**config.mk**
```make
export PLATFORM = sky130hd
export DESIGN_NAME = seq_divider
export DESIGN_NICKNAME = d
export VERILOG_FILES = /design/src/rtl/seq_divider.sv
export SDC_FILE = /design/constraint.sdc
export NUM_CORES = 1
export LEC_CHECK = 0
export CORE_MARGIN = 2
export CORE_UTILIZATION = 25
export CTS_CLUSTER_SIZE = 30
export DETAILED_ROUTE_END_ITERATION = 12
export GPL_TIMING_DRIVEN = 0
export HOLD_SLACK_MARGIN = 0.06
export PLACE_DENSITY = 0.46
export SYNTH_ARGS = -nofsm -noshare
export SYNTH_HDL_FRONTEND = slang
export SYNTH_SLANG_ARGS = --single-unit
```
**constraint.sdc**
```tcl
create_clock -name clk_i -period 7 [get_ports clk_i]
set_input_delay 1.05 -clock clk_i [delete_from_list [all_inputs] [get_ports clk_i]]
set_output_delay 1.05 -clock clk_i [all_outputs]
set_load 0.01 [all_outputs]
```
**src/rtl/seq_divider.sv**
```systemverilog
// Multi-cycle non-restoring signed divider (Y / bus -> ZLO quotient, ZHI remainder).
// Define SEQ_DIVIDER_UNSIGNED_EN to add the unsigned_i mode select, sampled with start_i.
module seq_divider #(
  parameter int unsigned WIDTH = 32
) (
  input  logic             clk_i,
  input  logic             rst_i,
  input  logic             start_i,
`ifdef SEQ_DIVIDER_UNSIGNED_EN
  input  logic             unsigned_i,
`endif
  input  logic [WIDTH-1:0] dividend_i,
  input  logic [WIDTH-1:0] divisor_i,
  output logic [WIDTH-1:0] quotient_o,
  output logic [WIDTH-1:0] remainder_o,
  output logic             busy_o,
  output logic             done_o,
  output logic             div_zero_o
);

  localparam int unsigned CW = $clog2(WIDTH + 1);

  typedef enum logic [1:0] {S_IDLE, S_RUN, S_FIX, S_DONE} state_e;

  state_e           state_q, state_d;
  logic [WIDTH:0]   p_q, p_d;        // signed partial remainder
  logic [WIDTH-1:0] q_q, q_d;        // dividend magnitude shifting into quotient bits
  logic [WIDTH-1:0] d_q, d_d;        // divisor magnitude
  logic [CW-1:0]    cnt_q, cnt_d;
  logic             sign_a_q, sign_a_d, sign_b_q, sign_b_d;
  logic [WIDTH-1:0] quot_q, quot_d, rem_q, rem_d;
  logic             busy_q, busy_d, done_q, done_d, dz_q, dz_d;
  logic             is_unsigned_c;
  logic [WIDTH:0]   p_shift_c, p_new_c;
  logic [WIDTH-1:0] rem_mag_c;

`ifdef SEQ_DIVIDER_UNSIGNED_EN
  assign is_unsigned_c = unsigned_i;
`else
  assign is_unsigned_c = 1'b0;
`endif

  function automatic logic [WIDTH-1:0] neg(input logic [WIDTH-1:0] x);
    return ~x + WIDTH'(1);
  endfunction

  // Next-state and datapath
  always_comb begin
    state_d   = state_q;
    p_d       = p_q;
    q_d       = q_q;
    d_d       = d_q;
    cnt_d     = cnt_q;
    sign_a_d  = sign_a_q;
    sign_b_d  = sign_b_q;
    quot_d    = quot_q;
    rem_d     = rem_q;
    busy_d    = busy_q;
    done_d    = 1'b0;
    dz_d      = dz_q;
    p_shift_c = {p_q[WIDTH-1:0], q_q[WIDTH-1]};
    p_new_c   = p_shift_c;
    rem_mag_c = p_q[WIDTH-1:0];

    unique case (state_q)
      S_IDLE: begin
        if (start_i) begin
          sign_a_d = ~is_unsigned_c & dividend_i[WIDTH-1];
          sign_b_d = ~is_unsigned_c & divisor_i[WIDTH-1];
          q_d      = sign_a_d ? neg(dividend_i) : dividend_i;
          d_d      = sign_b_d ? neg(divisor_i) : divisor_i;
          p_d      = '0;
          cnt_d    = CW'(WIDTH);
          busy_d   = 1'b1;
          dz_d     = (divisor_i == '0);
          state_d  = dz_d ? S_FIX : S_RUN;
        end
      end
      S_RUN: begin
        p_new_c = p_q[WIDTH] ? p_shift_c + {1'b0, d_q} : p_shift_c - {1'b0, d_q};
        p_d     = p_new_c;
        q_d     = {q_q[WIDTH-2:0], ~p_new_c[WIDTH]};
        cnt_d   = cnt_q - CW'(1);
        if (cnt_q == CW'(1)) state_d = S_FIX;
      end
      S_FIX: begin
        if (dz_q) begin
          quot_d = '1;
          rem_d  = sign_a_q ? neg(q_q) : q_q;
        end else begin
          // final restore: the true remainder always fits in WIDTH bits
          rem_mag_c = p_q[WIDTH] ? p_q[WIDTH-1:0] + d_q : p_q[WIDTH-1:0];
          quot_d    = (sign_a_q ^ sign_b_q) ? neg(q_q) : q_q;
          rem_d     = sign_a_q ? neg(rem_mag_c) : rem_mag_c;
        end
        state_d = S_DONE;
      end
      S_DONE: begin
        busy_d  = 1'b0;
        done_d  = 1'b1;
        state_d = S_IDLE;
      end
      default: state_d = S_IDLE;
    endcase
  end

  // State register
  always_ff @(posedge clk_i) begin
    if (rst_i) begin
      state_q  <= S_IDLE;
      p_q      <= '0;
      q_q      <= '0;
      d_q      <= '0;
      cnt_q    <= '0;
      sign_a_q <= 1'b0;
      sign_b_q <= 1'b0;
      quot_q   <= '0;
      rem_q    <= '0;
      busy_q   <= 1'b0;
      done_q   <= 1'b0;
      dz_q     <= 1'b0;
    end else begin
      state_q  <= state_d;
      p_q      <= p_d;
      q_q      <= q_d;
      d_q      <= d_d;
      cnt_q    <= cnt_d;
      sign_a_q <= sign_a_d;
      sign_b_q <= sign_b_d;
      quot_q   <= quot_d;
      rem_q    <= rem_d;
      busy_q   <= busy_d;
      done_q   <= done_d;
      dz_q     <= dz_d;
    end
  end

  assign quotient_o  = quot_q;
  assign remainder_o = rem_q;
  assign busy_o      = busy_q;
  assign done_o      = done_q;
  assign div_zero_o  = dz_q;

endmodule
```
==> flow_metrics.env <==
export IMPL_drcViolationCount=0
export IMPL_syn_avg_cell_area_um2=7.491
export IMPL_clkTransAtPathRegs_ns=0.08
export IMPL_clk_latency_ns=0.50
export IMPL_cp_max_fo=28
export IMPL_worst_pin_slew_ns=1.270
export IMPL_cap_violations=0
export IMPL_power_leakage_nw=6.414
export IMPL_clock_sinks=174
export IMPL_outcome="finished, final reports clean"
export IMPL_die_w_um=242.5
export IMPL_syn_to_final_growth_pct=20.05
export IMPL_syn_area_um2=14220
export IMPL_drt_total_wl_mm=56.02
export IMPL_hpwl_mm=45.39
export IMPL_rows=87
export IMPL_synth_edf_count=0
export IMPL_final_antenna_net_count=0
export IMPL_cts_tree="yes"
export IMPL_wl_per_cell_um=19.88
export IMPL_reg2reg_slack_ns=0.56
export IMPL_grt_first_pass_wirelength_mm=86.24
export IMPL_drv_slew=0
export IMPL_post_place_ws_ns=-0.9920
export IMPL_grt_max_degree=20
export IMPL_r2r_cells=21
export IMPL_synthMostInstantiatedCell="nand2_1"
export IMPL_crit_path_top_delay_cell="buf_2"
export IMPL_ios=134
export IMPL_powerDensity_nw_per_um2=535.7
export IMPL_startpoint="p_q[32]$_SDFFE_PP0P_"
export IMPL_drtIter0Drc=901
export IMPL_cts_buffers_inserted=17
export IMPL_place_congestion=0.8845
export IMPL_rsz0062_at_grt="no"
export IMPL_hold_class="register to register"
export IMPL_cpPeakStageDelay_ns=0.51
export IMPL_diodes=0
export IMPL_grt_pass1_vias=14368
export IMPL_synthTopCellsByCount="nand2_1, nor2_1, dfxtp_1"
export IMPL_antenna_found_initial=0
export IMPL_layout_drive_gt1_share_pct=4.221
export IMPL_crit_end="q_q[0]$_SDFFE_PP0P_"
export IMPL_rr_endpoint="q_q[0]$_SDFFE_PP0P_"
export IMPL_yosysUniqueCellTypes=90
export IMPL_synth_main_ff_cell="dfxtp_1"
export IMPL_final_cells=2817
export IMPL_cp_arrival_ns=6.78
export IMPL_cts_root_buf="clkbuf_16"
export IMPL_nNetsFinal=2191
export IMPL_drtPass1Iterations=5
export IMPL_ir_worst_vdd_mv=0.2209
export IMPL_cp_end_kind="register"
export IMPL_clock_fmax_mhz=155.3
export IMPL_relSlewSlack_pct=14.76
export IMPL_path_cells="buf_2 -> buf_2 -> clkbuf_1 -> buf_2 -> clkbuf_2 -> clkbuf_2 -> nor2_1 -> xor2_1 -> ha_1 -> nor2b_1 -> o2111ai_1 -> a31oi_1 -> o311a_1 -> o31a_1 -> o31ai_1 -> o311ai_2 -> o22ai_1 -> o21bai_1 -> a21oi_1 -> xnor2_1 -> a221oi_1"
export IMPL_period_share_pct=91.98
export IMPL_htree_num_levels=4
export IMPL_cp_common_cell="buf_2"
export IMPL_clock_path_buffers=2
export IMPL_synth_top_area_share_pct=24.50
export IMPL_core_um2=56280
export IMPL_viasPerCell=5.148
export IMPL_fin_crit_ns=6.438
export IMPL_dieArea_um2=58790
export IMPL_synthesis_instances=1898
export IMPL_synth_area_leader_cell="dfxtp_1"
export IMPL_vias=14503
export IMPL_gr_usage_all_layers_pct=19.00
export IMPL_dp_cells=2787
export IMPL_async_reset_ff_share_pct=0
export IMPL_crit_type="register to register"
export IMPL_tns_ns=0
export IMPL_skew_ns=0.01351
export IMPL_worstSetupStartpointType="register"
export IMPL_worst_hold_slack_ns=0.4855
export IMPL_final_util_pct=30.33
export IMPL_required_ns=7.34
export IMPL_dpl_cell_area_um2=16490
export IMPL_ys_seq_elements=174
export IMPL_final_area_um2=17070
export IMPL_synthTopCellsByArea="dfxtp_1, xor2_1, ha_1"
export IMPL_yosysWarnings=0
export IMPL_p_total_mw=9.143
export IMPL_numPortBuffers=133
export IMPL_fin_ws_ns=0.5615
export IMPL_hold_violations=0
export IMPL_r2r_start="p_q[32]$_SDFFE_PP0P_"
export IMPL_finalSetupViolations=0
export IMPL_syn_num_nets=2041
export IMPL_grt_ovfl_total=0
export IMPL_die_y_um=242.5
export IMPL_start_util_pct=25.26
export IMPL_ys_seq_area_share_pct=24.50
cell usage in the layout (no fill, tap or decap), drive strengths merged, types with 34 or more instances in the layout:
| cell type | synthesis | layout |
|---|---|---|
| nand2 | 217 | 217 |
| a21o | 34 | 34 |
| nor2 | 211 | 211 |
| clkdlybuf4s50 | 0 | 133 |
| xnor2 | 56 | 56 |
| dfxtp | 174 | 174 |
| or3 | 41 | 41 |
| inv | 44 | 50 |
| a21oi | 131 | 131 |
| ha | 74 | 74 |
| xor2 | 128 | 128 |
| clkbuf | 105 | 123 |
| nor3 | 44 | 44 |
| a211oi | 75 | 75 |
| o21ai | 116 | 116 |
report_power, final:
part / leakage, nW / internal [mW] / total, mW / switching [mW]
clock: 0.273 / 0.478 / 0.971 / 0.493
combinational: 4.72 / 2.53 / 6.36 / 3.83
sequential: 1.42 / 1.34 / 1.81 / 0.472
routing by layer:
layer  wire, um  part of all wire, %  up-vias  track usage, %
met5          0                    0        -               0
met4       1204                  2.1        0           5.537
met3       2230                  4.0       58           2.814
met2      25530                   46      353           31.56
met1      27050                   48     6857           25.40
li1           -                    -     7235               -
state kept, by name, indices dropped and copies added, names as in the netlist:
register     flops
div_zero_o       1
sign_a_q         1
sign_b_q         1
quotient_o      32
cnt_q            6
remainder_o     32
state_q          2
d_q             32
done_o           1
q_q             32
busy_o           1
p_q             33
cell families after synthesis:
| kind of cell | count (synthesis) | share of synthesized area [%] |
|---|---|---|
| multiplexers | 26 | 1.980 |
| XOR/XNOR | 184 | 11.34 |
| flip-flops | 174 | 24.50 |
| AND/OR/NAND/NOR | 679 | 22.71 |
| AO/OA/AOI/OAI | 590 | 28.16 |
| buffers and inverters | 169 | 4.523 |
| adder cells (fa/ha/maj) | 76 | 6.794 |
layout make-up:
cell class / instances / area, um2
clock buffer: 19 / 442.9
inverter: 45 / 168.9
timing repair buffer: 133 / 1331
clock inverter: 13 / 126.4
fill: 6190 / 39210
buffer: 122 / 470.5
tap: 756 / 945.9
sequential: 174 / 3483
multi-input combinational: 1555 / 10100
timing repair:
action / CTS / global route
endpoints found under the setup margin: 12 / 3
resized for setup: 4 / 0
cloned: 0 / 0
buffers inserted: 0 / 0
hold buffers: 0 / 0
critical path, delay by kind of cell, from the launching register on:
| family | cells | cell delay [ns] |
|---|---|---|
| fa+ha+maj | 1 | 0.32 |
| buf+inv | 6 | 2.20 |
| compound gates | 10 | 2.65 |
| flops | 1 | 0.30 |
| simple gates | 2 | 0.27 |
| xor+xnor | 2 | 0.49 |
worst min-delay path by stage:
stage                           startpoint                           to  slack (ns)  depth (start not counted)
2_1_floorplan         d_q[31]$_SDFFE_PP0P_         d_q[31]$_SDFFE_PP0P_        0.46                          2
3_3_place_gp          d_q[31]$_SDFFE_PP0P_         d_q[31]$_SDFFE_PP0P_        0.47                          2
3_5_place_dp   quotient_o[19]$_SDFFE_PP0P_  quotient_o[19]$_SDFFE_PP0P_        0.48                          2
4_1_cts        quotient_o[19]$_SDFFE_PP0P_  quotient_o[19]$_SDFFE_PP0P_        0.49                          2
5_1_grt        quotient_o[14]$_SDFFE_PP0P_  quotient_o[14]$_SDFFE_PP0P_        0.50                          2
6_report       quotient_o[12]$_SDFFE_PP0P_  quotient_o[12]$_SDFFE_PP0P_        0.49                          2
No activity file was read; power rests on OpenSTA's default activity.
==> RTL edit: new RTL, same flow settings <==
Build with the macro `SEQ_DIVIDER_UNSIGNED_EN` defined.
--- a/src/rtl/seq_divider.sv
+++ b/src/rtl/seq_divider.sv
@@ -2,2 +2,4 @@
 // Define SEQ_DIVIDER_UNSIGNED_EN to add the unsigned_i mode select, sampled with start_i.
+`define SEQ_DIVIDER_UNSIGNED_EN
+
 module seq_divider #(
Interface: changed (added unsigned_i); port bits go from 134 to 135. No check against the original RTL was run, so the function may have changed too.
==> RTL edit against the unedited design <==
  * Global-route usage increased by 0.78 points
  * Power is 2.6% lower
  * Wire length grew 7.7%
  * Worst setup slack lost 180 ps
  * Sequential power down 2%
  * Critical path depth fell by 3
  * Design area rose by 3.4%
  * Synthesized area increased by 3.7%
  * First-iteration DRC count rose by 34%
  * Via count increased by 7.3%
  * Clock power grew 6%
  * Sequential cell count unchanged
==> RTL edit: results (changes against the unedited design) <==
metric,value,unit,change
synth_area_leaders,"dfxtp_1, nor2_1, ha_1, xor2_1, nand2_1",,"was dfxtp_1, xor2_1, ha_1, nand2_1, nor2_1"
synth_ff_type,dfxtp_1,,unchanged
syn_nets,2143,,was 2041
worst_slew_pin_slew,1340,ps,was 1270 ps
worstSkewPairLatency,510,ps,
h-tree-depth,4,,unchanged
largest_reg_flops,33,,unchanged
post-cts-setup-buffer-count,0,,unchanged
min_to,quotient_o[24]$_SDFFE_PP0P_,,was quotient_o[12]$_SDFFE_PP0P_
antenna_found_initial,2,,was 0
p_leak,6.34,nW,was 6.41 nW
grt_pass1_wl,90.7,mm,was 86.2 mm
ys_types,103,,was 90
globalplace.congestion,0.899,,was 0.885
cts_made_buffers,17,,unchanged
outcome,completed,,unchanged
yosys-top-cells-count,"nor2_1, nand2_1, dfxtp_1",,"was nand2_1, nor2_1, dfxtp_1"
ys_warn_count,0,,unchanged
synth-edff-count,0,,unchanged
instances_no_fill,2937,,was 2817
clockRootBuffer,clkbuf_16,,unchanged
drive_above_1_share,4.48,%,was 4.22%
rr_worst_depth,18,,was 21
firstDrtPassIters,6,,was 5
ir_worst_vdd,0.254,mV,was 0.221 mV
rr_startpoint,p_q[32]$_SDFFE_PP0P_,,unchanged
wl_per_cell,20.5,um,was 19.9 um
skew,16.8,ps,was 13.5 ps
drt-initial-drc-count,1204,,was 901
reg2reg_to,q_q[0]$_SDFFE_PP0P_,,unchanged
worstPathArrival,7020,ps,was 6780 ps
vias_per_cell,5.30,,was 5.15
crit_path_top_delay_cell,nor4_1,,was buf_2
fillers,6409,,was 6190
grt_max_degree,17,,was 20
regMostFlops,p_q,,unchanged
synth_seq_area_share,23.6,%,was 24.5%
dp_slack,545,ps,was -992 ps
critPathMaxStageDelay,740,ps,was 510 ps
grt_usage,19.8,%,was 19.0%
cts_buffer_depth,2,,unchanged
first_global_vias,14900,,was 14400
avgSynthCellArea,7.38,um^2,was 7.49 um^2
diodes,0,,unchanged
critical_path.max_fanout,10,,was 28
clk_pin_slew_worst_paths,80,ps,about the same
hpwlAfterDp,49.2,mm,was 45.4 mm
worstHoldStart,quotient_o[24]$_SDFFE_PP0P_,,was quotient_o[12]$_SDFFE_PP0P_
cts_resized,0,,was 4
fin_ws,385,ps,was 562 ps
nets,2295,,was 2191
[RTL edit: changes by cell type in the layout (fill, tap and decap cells not counted), sizes merged, moves of 9 or more]
cell	delta
inv	+9
xnor2	+9
nand2	+14
a22o	-10
or4	-10
nor2	+37
nor3	+11
a21oi	+32
and2	+12
xor2	-24
[RTL edit: report_power, final]
part           switching, mW  total [mW]  internal, mW
registers              0.440        1.77          1.33
clock network          0.472        1.03         0.558
logic                   3.77        6.11          2.34
total                   4.68        8.90          4.22
[RTL edit: routing by layer]
metal  vias to the layer above  track usage, %  wire length (um)
met5                         -               0                 0
met4                         0            6.31              1350
met3                        70            5.05              4330
met2                       422            31.1             26800
met1                      7479            26.3             27900
li1                       7592               -                 -
[RTL edit: layout make-up]
cell class                      instances  share of cell area [%]
Inverter                               56                    1.19
Clock buffer                           21                    2.67
Tap cell                              773                    5.48
Sequential cell                       174                    19.7
Timing Repair Buffer                  133                    7.55
Buffer                                132                    3.60
Multi-Input combinational cell       1637                    59.0
Clock inverter                         11                   0.738
[RTL edit: worst max-delay path: cells and delay by family (launching register included)]
| kind | cells | cell delay [ps] |
|---|---|---|
| AO/OA/AOI/OAI | 5 | 1730 |
| XOR/XNOR | 1 | 180 |
| adder cells (fa/ha/maj) | 1 | 350 |
| buffers and inverters | 6 | 2390 |
| flip-flops | 1 | 320 |
| multiplexers | 1 | 200 |
| AND/OR/NAND/NOR | 4 | 1290 |
[RTL edit: how the worst max path moves through the flow]
stage / startpoint / to / depth (start not counted)
2_1_floorplan: p_q[32]$_SDFFE_PP0P_ / p_q[29]$_SDFFE_PP0P_ / 18
3_3_place_gp: p_q[32]$_SDFFE_PP0P_ / q_q[0]$_SDFFE_PP0P_ / 18
3_5_place_dp: p_q[32]$_SDFFE_PP0P_ / q_q[0]$_SDFFE_PP0P_ / 18
4_1_cts: p_q[32]$_SDFFE_PP0P_ / q_q[0]$_SDFFE_PP0P_ / 18
5_1_grt: p_q[32]$_SDFFE_PP0P_ / q_q[0]$_SDFFE_PP0P_ / 18
6_report: p_q[32]$_SDFFE_PP0P_ / q_q[0]$_SDFFE_PP0P_ / 18
[RTL edit: per-stage QoR]
step | power, mW | cell area [um^2] | hold slack, ps
floorplan | 5.92 | 14700 | 470
detailed placement | 7.82 | 17000 | 482
global placement | 7.78 | 17000 | 486
global route | 9.66 | 17600 | 516
CTS | 8.88 | 17600 | 493
finish | 8.90 | 17600 | 490
[RTL edit: cells by family after synthesis]
| group | count (synthesis) | share of synthesized area (%) |
|---|---|---|
| AND/OR/NAND/NOR | 749 | 23.7 |
| AO/OA/AOI/OAI | 620 | 28.6 |
| buffers and inverters | 188 | 5.73 |
| flip-flops | 174 | 23.6 |
| XOR/XNOR | 169 | 10.0 |
| adder cells (fa/ha/maj) | 76 | 6.55 |
| multiplexers | 23 | 1.70 |
